`config.mk`:
```
export PLATFORM = sky130hd
export DESIGN_NAME = pipe_lane_reg
export DESIGN_NICKNAME = d
export VERILOG_FILES = /design/src/rtl/pipe_lane_reg_pkg.sv /design/src/rtl/pipe_lane_reg_slot.sv /design/src/rtl/pipe_lane_reg.sv
export SDC_FILE = /design/constraint.sdc
export NUM_CORES = 1
export LEC_CHECK = 0
export ABC_CLOCK_PERIOD_IN_PS = 6400
export BUFFER_PORTS_ARGS = -buffer_cell sky130_fd_sc_hd__buf_2
export CORE_ASPECT_RATIO = 1.75
export CORE_MARGIN = 5
export CORE_UTILIZATION = 46
export CTS_BUF_LIST = sky130_fd_sc_hd__clkbuf_4
export CTS_CLUSTER_SIZE = 10
export DETAILED_ROUTE_END_ITERATION = 16
export PLACE_DENSITY = 0.86
export SYNTH_ARGS = -nofsm -noshare
export SYNTH_HDL_FRONTEND = slang
export SYNTH_SLANG_ARGS = --single-unit
```
`constraint.sdc`:
```
create_clock -name clk -period 6.4 [get_ports clk]
set_input_delay 1.28 -clock clk [delete_from_list [all_inputs] [get_ports clk]]
set_output_delay 1.28 -clock clk [all_outputs]
set_load 0.005 [all_outputs]
```
`src/rtl/pipe_lane_reg_pkg.sv`:
```
// Shared defines for the pipeline lane register: bus widths, control levels and the
// per-edge action encoding used by the top and the per-lane slot.
package pipe_lane_reg_pkg;

  localparam int          InstAddrBus = 32;
  localparam int          InstBus     = 32;
  localparam logic [31:0] ZeroWord    = 32'h0000_0000;
  localparam logic        RstEnable   = 1'b1;
  localparam logic        Stop        = 1'b1;
  localparam logic        NoStop      = 1'b0;

  typedef logic [2:0] act_t;

  localparam act_t ACT_RESET   = 3'd0;
  localparam act_t ACT_FLUSH   = 3'd1;
  localparam act_t ACT_BUBBLE  = 3'd2;
  localparam act_t ACT_CAPTURE = 3'd3;
  localparam act_t ACT_HOLD    = 3'd4;

endpackage

```
`src/rtl/pipe_lane_reg_slot.sv`:
```
// One instruction slot (pc, inst, valid) of the inter-stage register; the action is
// decoded once in the top and shared by every lane.
module pipe_lane_slot
  import pipe_lane_reg_pkg::*;
#(
  parameter int PC_W   = InstAddrBus,
  parameter int INST_W = InstBus
) (
  input  logic              clk,
  input  act_t              act,
  input  logic              eff_valid,
  input  logic [PC_W-1:0]   in_pc,
  input  logic [INST_W-1:0] in_inst,
  output logic              valid,
  output logic [PC_W-1:0]   pc,
  output logic [INST_W-1:0] inst
);

  // stage boundary: producing stage -> consuming stage
  always_ff @(posedge clk) begin
    case (act)
      ACT_RESET, ACT_FLUSH, ACT_BUBBLE: begin
        valid <= 1'b0;
        pc    <= '0;
        inst  <= '0;
      end
      ACT_CAPTURE: begin
        // a killed or empty lane is zeroed so downstream sees a clean nop
        valid <= eff_valid;
        pc    <= eff_valid ? in_pc   : '0;
        inst  <= eff_valid ? in_inst : '0;
      end
      default: begin
        valid <= valid;
        pc    <= pc;
        inst  <= inst;
      end
    endcase
  end

endmodule

```
`src/rtl/pipe_lane_reg.sv`:
```
// Multi-lane inter-stage pipeline register with flush, bubble insertion and per-lane kill.
// Optional PIPE_LANE_PERF_CNT_EN adds saturating bubble/hold/flush event counters.
module pipe_lane_reg
  import pipe_lane_reg_pkg::*;
#(
  parameter int NUM_LANES = 1,
  parameter int PC_W      = InstAddrBus,
  parameter int INST_W    = InstBus,
  parameter int STALL_W   = 6,
  parameter int STAGE     = 1
) (
  input  logic                        clk,
  input  logic                        rst,
  input  logic [STALL_W-1:0]          stall,
  input  logic                        flush,
  input  logic [NUM_LANES-1:0]        in_valid,
  input  logic [NUM_LANES-1:0]        in_kill,
  input  logic [NUM_LANES*PC_W-1:0]   in_pc,
  input  logic [NUM_LANES*INST_W-1:0] in_inst,
  output logic [NUM_LANES-1:0]        out_valid,
  output logic [NUM_LANES*PC_W-1:0]   out_pc,
  output logic [NUM_LANES*INST_W-1:0] out_inst,
  output logic                        out_bubble
`ifdef PIPE_LANE_PERF_CNT_EN
  ,
  output logic [31:0]                 perf_bubble_cnt,
  output logic [31:0]                 perf_hold_cnt,
  output logic [31:0]                 perf_flush_cnt
`endif
);

  logic                 s_me;
  logic                 s_nx;
  act_t                 act;
  logic [NUM_LANES-1:0] eff_valid;

  assign s_me      = stall[STAGE];
  assign s_nx      = stall[STAGE+1];
  assign eff_valid = in_valid & ~in_kill;

  always_comb begin
    act = ACT_HOLD;
    if (rst == RstEnable)
      act = ACT_RESET;
    else if (flush)
      act = ACT_FLUSH;
    else if (s_me == Stop && s_nx == NoStop)
      act = ACT_BUBBLE;
    else if (s_me == NoStop)
      act = ACT_CAPTURE;
  end

  for (genvar l = 0; l < NUM_LANES; l++) begin : g_lane
    pipe_lane_slot #(
      .PC_W  (PC_W),
      .INST_W(INST_W)
    ) u_slot (
      .clk      (clk),
      .act      (act),
      .eff_valid(eff_valid[l]),
      .in_pc    (in_pc[l*PC_W +: PC_W]),
      .in_inst  (in_inst[l*INST_W +: INST_W]),
      .valid    (out_valid[l]),
      .pc       (out_pc[l*PC_W +: PC_W]),
      .inst     (out_inst[l*INST_W +: INST_W])
    );
  end

  // stage boundary: bubble flag registered alongside the lane slots
  always_ff @(posedge clk) begin
    case (act)
      ACT_RESET, ACT_FLUSH: out_bubble <= 1'b0;
      ACT_BUBBLE:           out_bubble <= 1'b1;
      ACT_CAPTURE:          out_bubble <= ~|eff_valid;
      default:              out_bubble <= out_bubble;
    endcase
  end

`ifdef PIPE_LANE_PERF_CNT_EN
  function automatic logic [31:0] sat_inc(input logic [31:0] v);
    return (v == 32'hFFFF_FFFF) ? v : v + 32'd1;
  endfunction

  always_ff @(posedge clk) begin
    if (rst) begin
      perf_bubble_cnt <= '0;
      perf_hold_cnt   <= '0;
      perf_flush_cnt  <= '0;
    end else begin
      if (act == ACT_BUBBLE) perf_bubble_cnt <= sat_inc(perf_bubble_cnt);
      if (act == ACT_HOLD)   perf_hold_cnt   <= sat_inc(perf_hold_cnt);
      if (act == ACT_FLUSH)  perf_flush_cnt  <= sat_inc(perf_flush_cnt);
    end
  end
`endif

endmodule

```
==> results of run 1 <==
-- layout make-up --
class                      count  area share (%)
multi-input combinational     71           19.96
clock buffer                  12           2.322
antenna                        1         0.06450
timing repair buffer         136           17.61
tap                           82           2.644
clock inverter                 1          0.1290
sequential                    66           51.08
inverter                      64           6.192
-- flip-flops by register name, summed over array words and instances (netlist names) --
signal               cells
g_lane.u_slot.valid      1
g_lane.u_slot.pc        32
g_lane.u_slot.inst      32
out_bubble               1
-- layer usage --
layer	track usage [%]	wire length, microns	vias up	part of all wire, %
li1	-	-	1038	-
met1	17.18	2397	1059	35
met2	27.34	3710	80	54
met3	6.830	653	10	9.5
met4	7.529	142	0	2.1
met5	0	0	-	0
-- power by group through the flow --
stage                     sequential, mW  clock (mW)  combinational, mW
after floorplan                    0.503           0             0.0484
after global placement             0.500           0             0.0872
after detailed placement           0.501           0             0.0894
after CTS                          0.491       0.230             0.0896
after global routing               0.492       0.244             0.0968
final                              0.490       0.220             0.0883
-- logic make-up (layout without fill, tap and decap cells) --
logic type             count (synthesis)  in the layout
AOI/OAI and AO/OA                      1              1
buffers and inverters                 85            213
DFF                                   66             66
other                                  0              1
and+or+nand+nor                       70             70
-- how the worst max path moves through the flow --
| stage | startpoint | endpoint | slack (ns) | cells after the start |
|---|---|---|---|---|
| floorplan | flush | g_lane[0].u_slot.inst[0]$_SDFFCE_PN0P_ | 2.48 | 3 |
| global placement | flush | g_lane[0].u_slot.inst[13]$_SDFFCE_PN0P_ | 3.08 | 3 |
| detailed placement | flush | g_lane[0].u_slot.inst[29]$_SDFFCE_PN0P_ | 3.03 | 3 |
| CTS | flush | g_lane[0].u_slot.inst[29]$_SDFFCE_PN0P_ | 3.49 | 3 |
| global route | flush | g_lane[0].u_slot.inst[23]$_SDFFCE_PN0P_ | 3.37 | 3 |
| finish | flush | g_lane[0].u_slot.pc[1]$_SDFFCE_PN0P_ | 3.48 | 3 |
-- through the flow --
step	worst slack [ns]	total power, mW
3_5_place_dp	3.028	0.5900
5_1_grt	3.367	0.8326
3_3_place_gp	3.081	0.5869
4_1_cts	3.486	0.8107
6_report	3.476	0.7986
2_1_floorplan	2.483	0.5519
-- layout by cell type (no fill, tap or decap) --
| cell type | n |
|---|---|
| buf_2 | 135 |
| clkbuf_4 | 12 |
| clkinv_2 | 1 |
| diode_2 | 1 |
| nand2b_4 | 1 |
| inv_1 | 64 |
| edfxtp_1 | 66 |
| nor3_2 | 1 |
| o211a_1 | 1 |
| nand2_1 | 1 |
| or2_4 | 1 |
| nand3_4 | 1 |
| nor4_2 | 49 |
| nor4_1 | 15 |
| buf_4 | 1 |
| nor2_1 | 1 |
-- worst max-delay path, delay by kind of cell --
family	cells	cell delay [ns]
and+or+nand+nor	2	0.91
buffers and inverters	1	0.69
==> flow_summary.toml, run 1 <==
[logic_synthesis]
ys_types = 15
yosysMostFrequentCell = "edfxtp_1"
synth-edff-count = 66
synth-main-ff-cell = "edfxtp_1"
netlist_area_sq_um = 3131
avgSynthCellArea_sq_um = 14.10
async_flop_share_pct = 0
synthTopCellsByCount = "edfxtp_1 (66), inv_1 (64), nor4_2 (49), nor4_1 (15), buf_2 (8)"
yosys_warnings = 0
synth_top_family_by_area = "simple AND/OR/NAND/NOR gates"
synth_simple_gate_area_share_pct = 23.94
yosys.area_share.xor_xnor_pct = 0
synth_adder_area_share_pct = 0
synth-seq-cells = 66
syn_inst = 222
yosysSeqAreaShare_pct = 63.31
synth_largest_area_cell = "edfxtp_1"
synth_top_area_share_pct = 63.31
synth_nets = 297
synthTopCellsByArea = "edfxtp_1 (63%), nor4_2 (20%), inv_1 (7.7%)"
post_synth_mux_area_share_pct = 0
synth_compound_area_share_pct = 0.3197

[timing]
max_freq_mhz = 341.9
setup_viol = 0
worst_pin_slew_ns = 1.038
period_share_pct = 45.69
timing.setup.tns_ns = 0
period_needed_ns = 2.924
final_max_slew_viol_count = 0
slew_headroom_pct = 30.82
hold_viol = 0
rsz0062_at_grt = "false"
hold_slack_ns = 1.204

[global_routing]
grt_overflow = 0
grt_pass1_vias = 2234
grt_pass1_wl_mm = 10.63
grt_usage_pct = 16.23
grt_max_degree = 67
antenna_found_initial = 1

[cts]
htreeDepth = 3
cts_tree = "done"
cts-buffers-inserted = 9
cts-root-buf = "clkbuf_4"
cts_hold_buffers = 0
post_cts_buffers = 0
cts_resized = 0
clock_sinks = 66
clk_path_buf_depth = 2
path_clk_slew_ns = 0.10

[finish]
instances_no_fill = 433
final_util_pct = 58.90
regArea_sq_um = 1982
final_area_sq_um = 3880
multiInputGateArea_sq_um = 774.5
drive_gt1_share_pct = 57.71
fin_nets = 423
fillers = 582
area_growth_pct = 23.94

[power]
p_comb_share_pct = 11.1
power.switching_mw = 0.1922
pwr-share-clk_pct = 27.5
leakagePower_nw = 1.875
cellPowerDensity_nw_per_um2 = 205.8
power.internal_mw = 0.6064
irDropWorstVdd_mv = 0.1142
power_frac_seq_pct = 61.4
p_sw_share_pct = 24.06

[placement]
dpl_cell_area_sq_um = 3782
post-place-cells = 419
portBuffers = 136
hpwl_mm = 4.584
gp_congestion = 0.6926

[routing]
antenna_left = 0
drtIter0Drc = 153
drtPass1Iterations = 4
vias = 2187
routed_wl_mm = 6.904
wire_per_inst_microns = 15.94
drc = 0
via_per_inst = 5.051

[job]
drv_cap = 0

[floorplanning]
ioPinCount = 141
dieArea_sq_um = 8620
die_h_microns = 119.1
initial_utilization_pct = 47.52
die-width_microns = 72.36
core_sq_um = 6588
fp-row-count = 39

[worst_setup_path]
critPathKind = "in2reg"
critPathRequiredTime_ns = 6.42
max_stage_delay_ns = 0.71
path_cells = "buf_4 > nor2_1 > nand3_4"
crit_path_end_kind = "flip-flop"
crit_arrival_ns = 2.95
path_max_fanout = 66
cp_slowest_cell = "nand3_4"
crit_path_start_kind = "input port"

[worst_hold_path]
hold_depth = 3
worstHoldStart = "in_pc[20]"
hold_path_class = "in2reg"
holdPathEnd = "g_lane[0].u_slot.pc[20]$_SDFFCE_PN0P_"

[run_status]
status = "completed"
Note: power is estimated with default switching activity, not from simulation.
==> run 2: changes to the inputs <==
Settings changed: ABC_CLOCK_PERIOD_IN_PS 6400 to 2550, CORE_UTILIZATION 46 to 44, PLACE_DENSITY 0.86 to 0.87.
Clock period 6.4 ns to 2.55 ns, I/O delays scaled along.
==> run 2 against run 1 <==
Net effect:
- combinational power grew to 2.7 times the previous value
- wire length shrank 0.14%
- highest routed layer unchanged
- core utilization shrank 1.3 points
- clock power grew to 2.7 times the previous value
- sequential power grew to 2.5 times the previous value
- via count is essentially flat
- flip-flop and latch count is the same
- cell count grew 2.5%
- non-clock buffer count grew 7
- global-route usage shrank 0.58 points
- worst hold slack lost 0.75 ns
- critical path type unchanged
- worst setup slack lost 2.4 ns
==> flow_summary.toml, run 2 (same netlist as run 1, synthesis figures left out) <==
[run_status]
status = "completed"

[worst_setup_path]
crit_path_end_kind = "flip-flop"
path_cells = "buf_2 > nor2_1 > nand3_4 > buf_4"
crit_arrival_ns = 1.58
critPathKind = "in2reg"
crit_path_start_kind = "input port"
path_max_fanout = 28
max_stage_delay_ns = 0.38
critPathRequiredTime_ns = 2.68
cp_slowest_cell = "buf_4"
cp.buffers_inverters = 2
crit_family = "simple AND/OR/NAND/NOR gates"

[power]
power.switching_mw = 0.4792
pwr-share-clk_pct = 28.8
p_comb_share_pct = 11.4
power_frac_seq_pct = 59.8
p_sw_share_pct = 23.30
leakagePower_nw = 1.927
total_power_mw = 2.057
irDropWorstVdd_mv = 0.2416
power.internal_mw = 1.578
cellPowerDensity_nw_per_um2 = 517.2

[finish]
fin_nets = 430
multiInputGateArea_sq_um = 774.5
final_util_pct = 57.59
layout_commonest_cell = "buf_2"
layout_common_cells = "buf_2 (135), edfxtp_1 (66), inv_1 (64)"
fillers = 592
area_growth_pct = 27.06
reg_top3 = "g_lane.u_slot.inst (32), g_lane.u_slot.pc (32)"
regArea_sq_um = 1982
drive_gt1_share_pct = 58.77

[floorplanning]
die-width_microns = 73.76
fp-row-count = 40
dieArea_sq_um = 8968
ioPinCount = 141
initial_utilization_pct = 45.33
die_h_microns = 121.6
core_sq_um = 6907

[worst_hold_path]
hold_path_class = "in2reg"
hold_depth = 3
worstHoldStart = "in_pc[17]"
holdPathEnd = "g_lane[0].u_slot.pc[17]$_SDFFCE_PN0P_"

[placement]
portBuffers = 136
gp_congestion = 0.7792
hpwl_mm = 4.912

[cts]
path_clk_slew_ns = 0.10
cts_resized = 0
cts-buffers-inserted = 9
clk_path_buf_depth = 2
htreeDepth = 3
cts-root-buf = "clkbuf_4"
cts_tree = "done"
post_cts_buffers = 0
cts_hold_buffers = 0
clock_sinks = 66

[timing]
timing.setup.tns_ns = 0
final_max_slew_viol_count = 0
period_needed_ns = 1.444
setup_viol = 0
rsz0062_at_grt = "false"
slew_headroom_pct = 38.80
period_share_pct = 56.63
worst_pin_slew_ns = 0.9180
hold_viol = 0
max_freq_mhz = 692.5

[routing]
antenna_left = 0
vias = 2188
via_per_inst = 4.928
drtIter0Drc = 184
drtPass1Iterations = 4
wire_per_inst_microns = 15.53
drc = 0
routed_wl_mm = 6.894

[global_routing]
antenna_found_initial = 1
grt_pass1_vias = 2168
grt_max_degree = 66
grt_pass1_wl_mm = 10.46
grt_usage_pct = 15.66
grt_overflow = 0

[job]
drv_cap = 0
[run 2: changes by cell type in the layout (fill, tap and decap cells not counted), sizes merged]
cell / previous run / this run
buf: 136 / 143
clkbuf: 12 / 15
clkinv: 1 / 0
[run 2: final cells by class]
type	count	share of cell area [%]
Multi-Input combinational cell	71	19.47
Sequential cell	66	49.83
Timing Repair Buffer	143	19.13
Antenna cell	1	0.06291
Clock buffer	15	2.831
Tap cell	84	2.642
Inverter	64	6.040
[run 2: power groups by stage]
stage	clock [mW]	sequential, mW	combinational, mW
floorplan	0	1.26	0.122
global placement	0	1.25	0.231
detailed placement	0	1.26	0.237
CTS	0.623	1.23	0.237
global route	0.666	1.23	0.257
finish	0.593	1.23	0.234
[run 2: tightest hold or removal path, stage by stage]
cell	delay, ns
buf_2	0.09
inv_1	0.04
nor4_1	0.04
[run 2: worst max-delay path by stage]
| stage | depth (start not counted) | end | start |
|---|---|---|---|
| 5_1_grt | 4 | g_lane[0].u_slot.inst[1]$_SDFFCE_PN0P_ | rst |
| 4_1_cts | 1 | out_inst[12] | g_lane[0].u_slot.inst[12]$_SDFFCE_PN0P_ |
| 2_1_floorplan | 3 | g_lane[0].u_slot.inst[0]$_SDFFCE_PN0P_ | flush |
| 3_3_place_gp | 4 | g_lane[0].u_slot.inst[18]$_SDFFCE_PN0P_ | rst |
| 3_5_place_dp | 4 | g_lane[0].u_slot.inst[19]$_SDFFCE_PN0P_ | rst |
| 6_report | 4 | g_lane[0].u_slot.pc[5]$_SDFFCE_PN0P_ | rst |
[run 2: layer usage]
metal	global-route usage (%)	wire, microns
met4	8.277	180
met1	17.27	2425
met5	0	0
met2	26.78	3739
met3	4.129	548
[run 2: stage by stage]
| step | hold WS, ns | instances | area [sq um] | setup slack, ns |
|---|---|---|---|---|
| CTS | 0.3998 | 443 | 3975 | 1.060 |
| global placement | 0.8533 | 428 | 3862 | 0.6991 |
| floorplan | 0.7420 | 222 | 3136 | 0.2194 |
| finish | 0.4504 | 444 | 3978 | 1.106 |
| global route | 0.4100 | 444 | 3978 | 1.024 |
| detailed placement | 0.8614 | 428 | 3862 | 0.6865 |
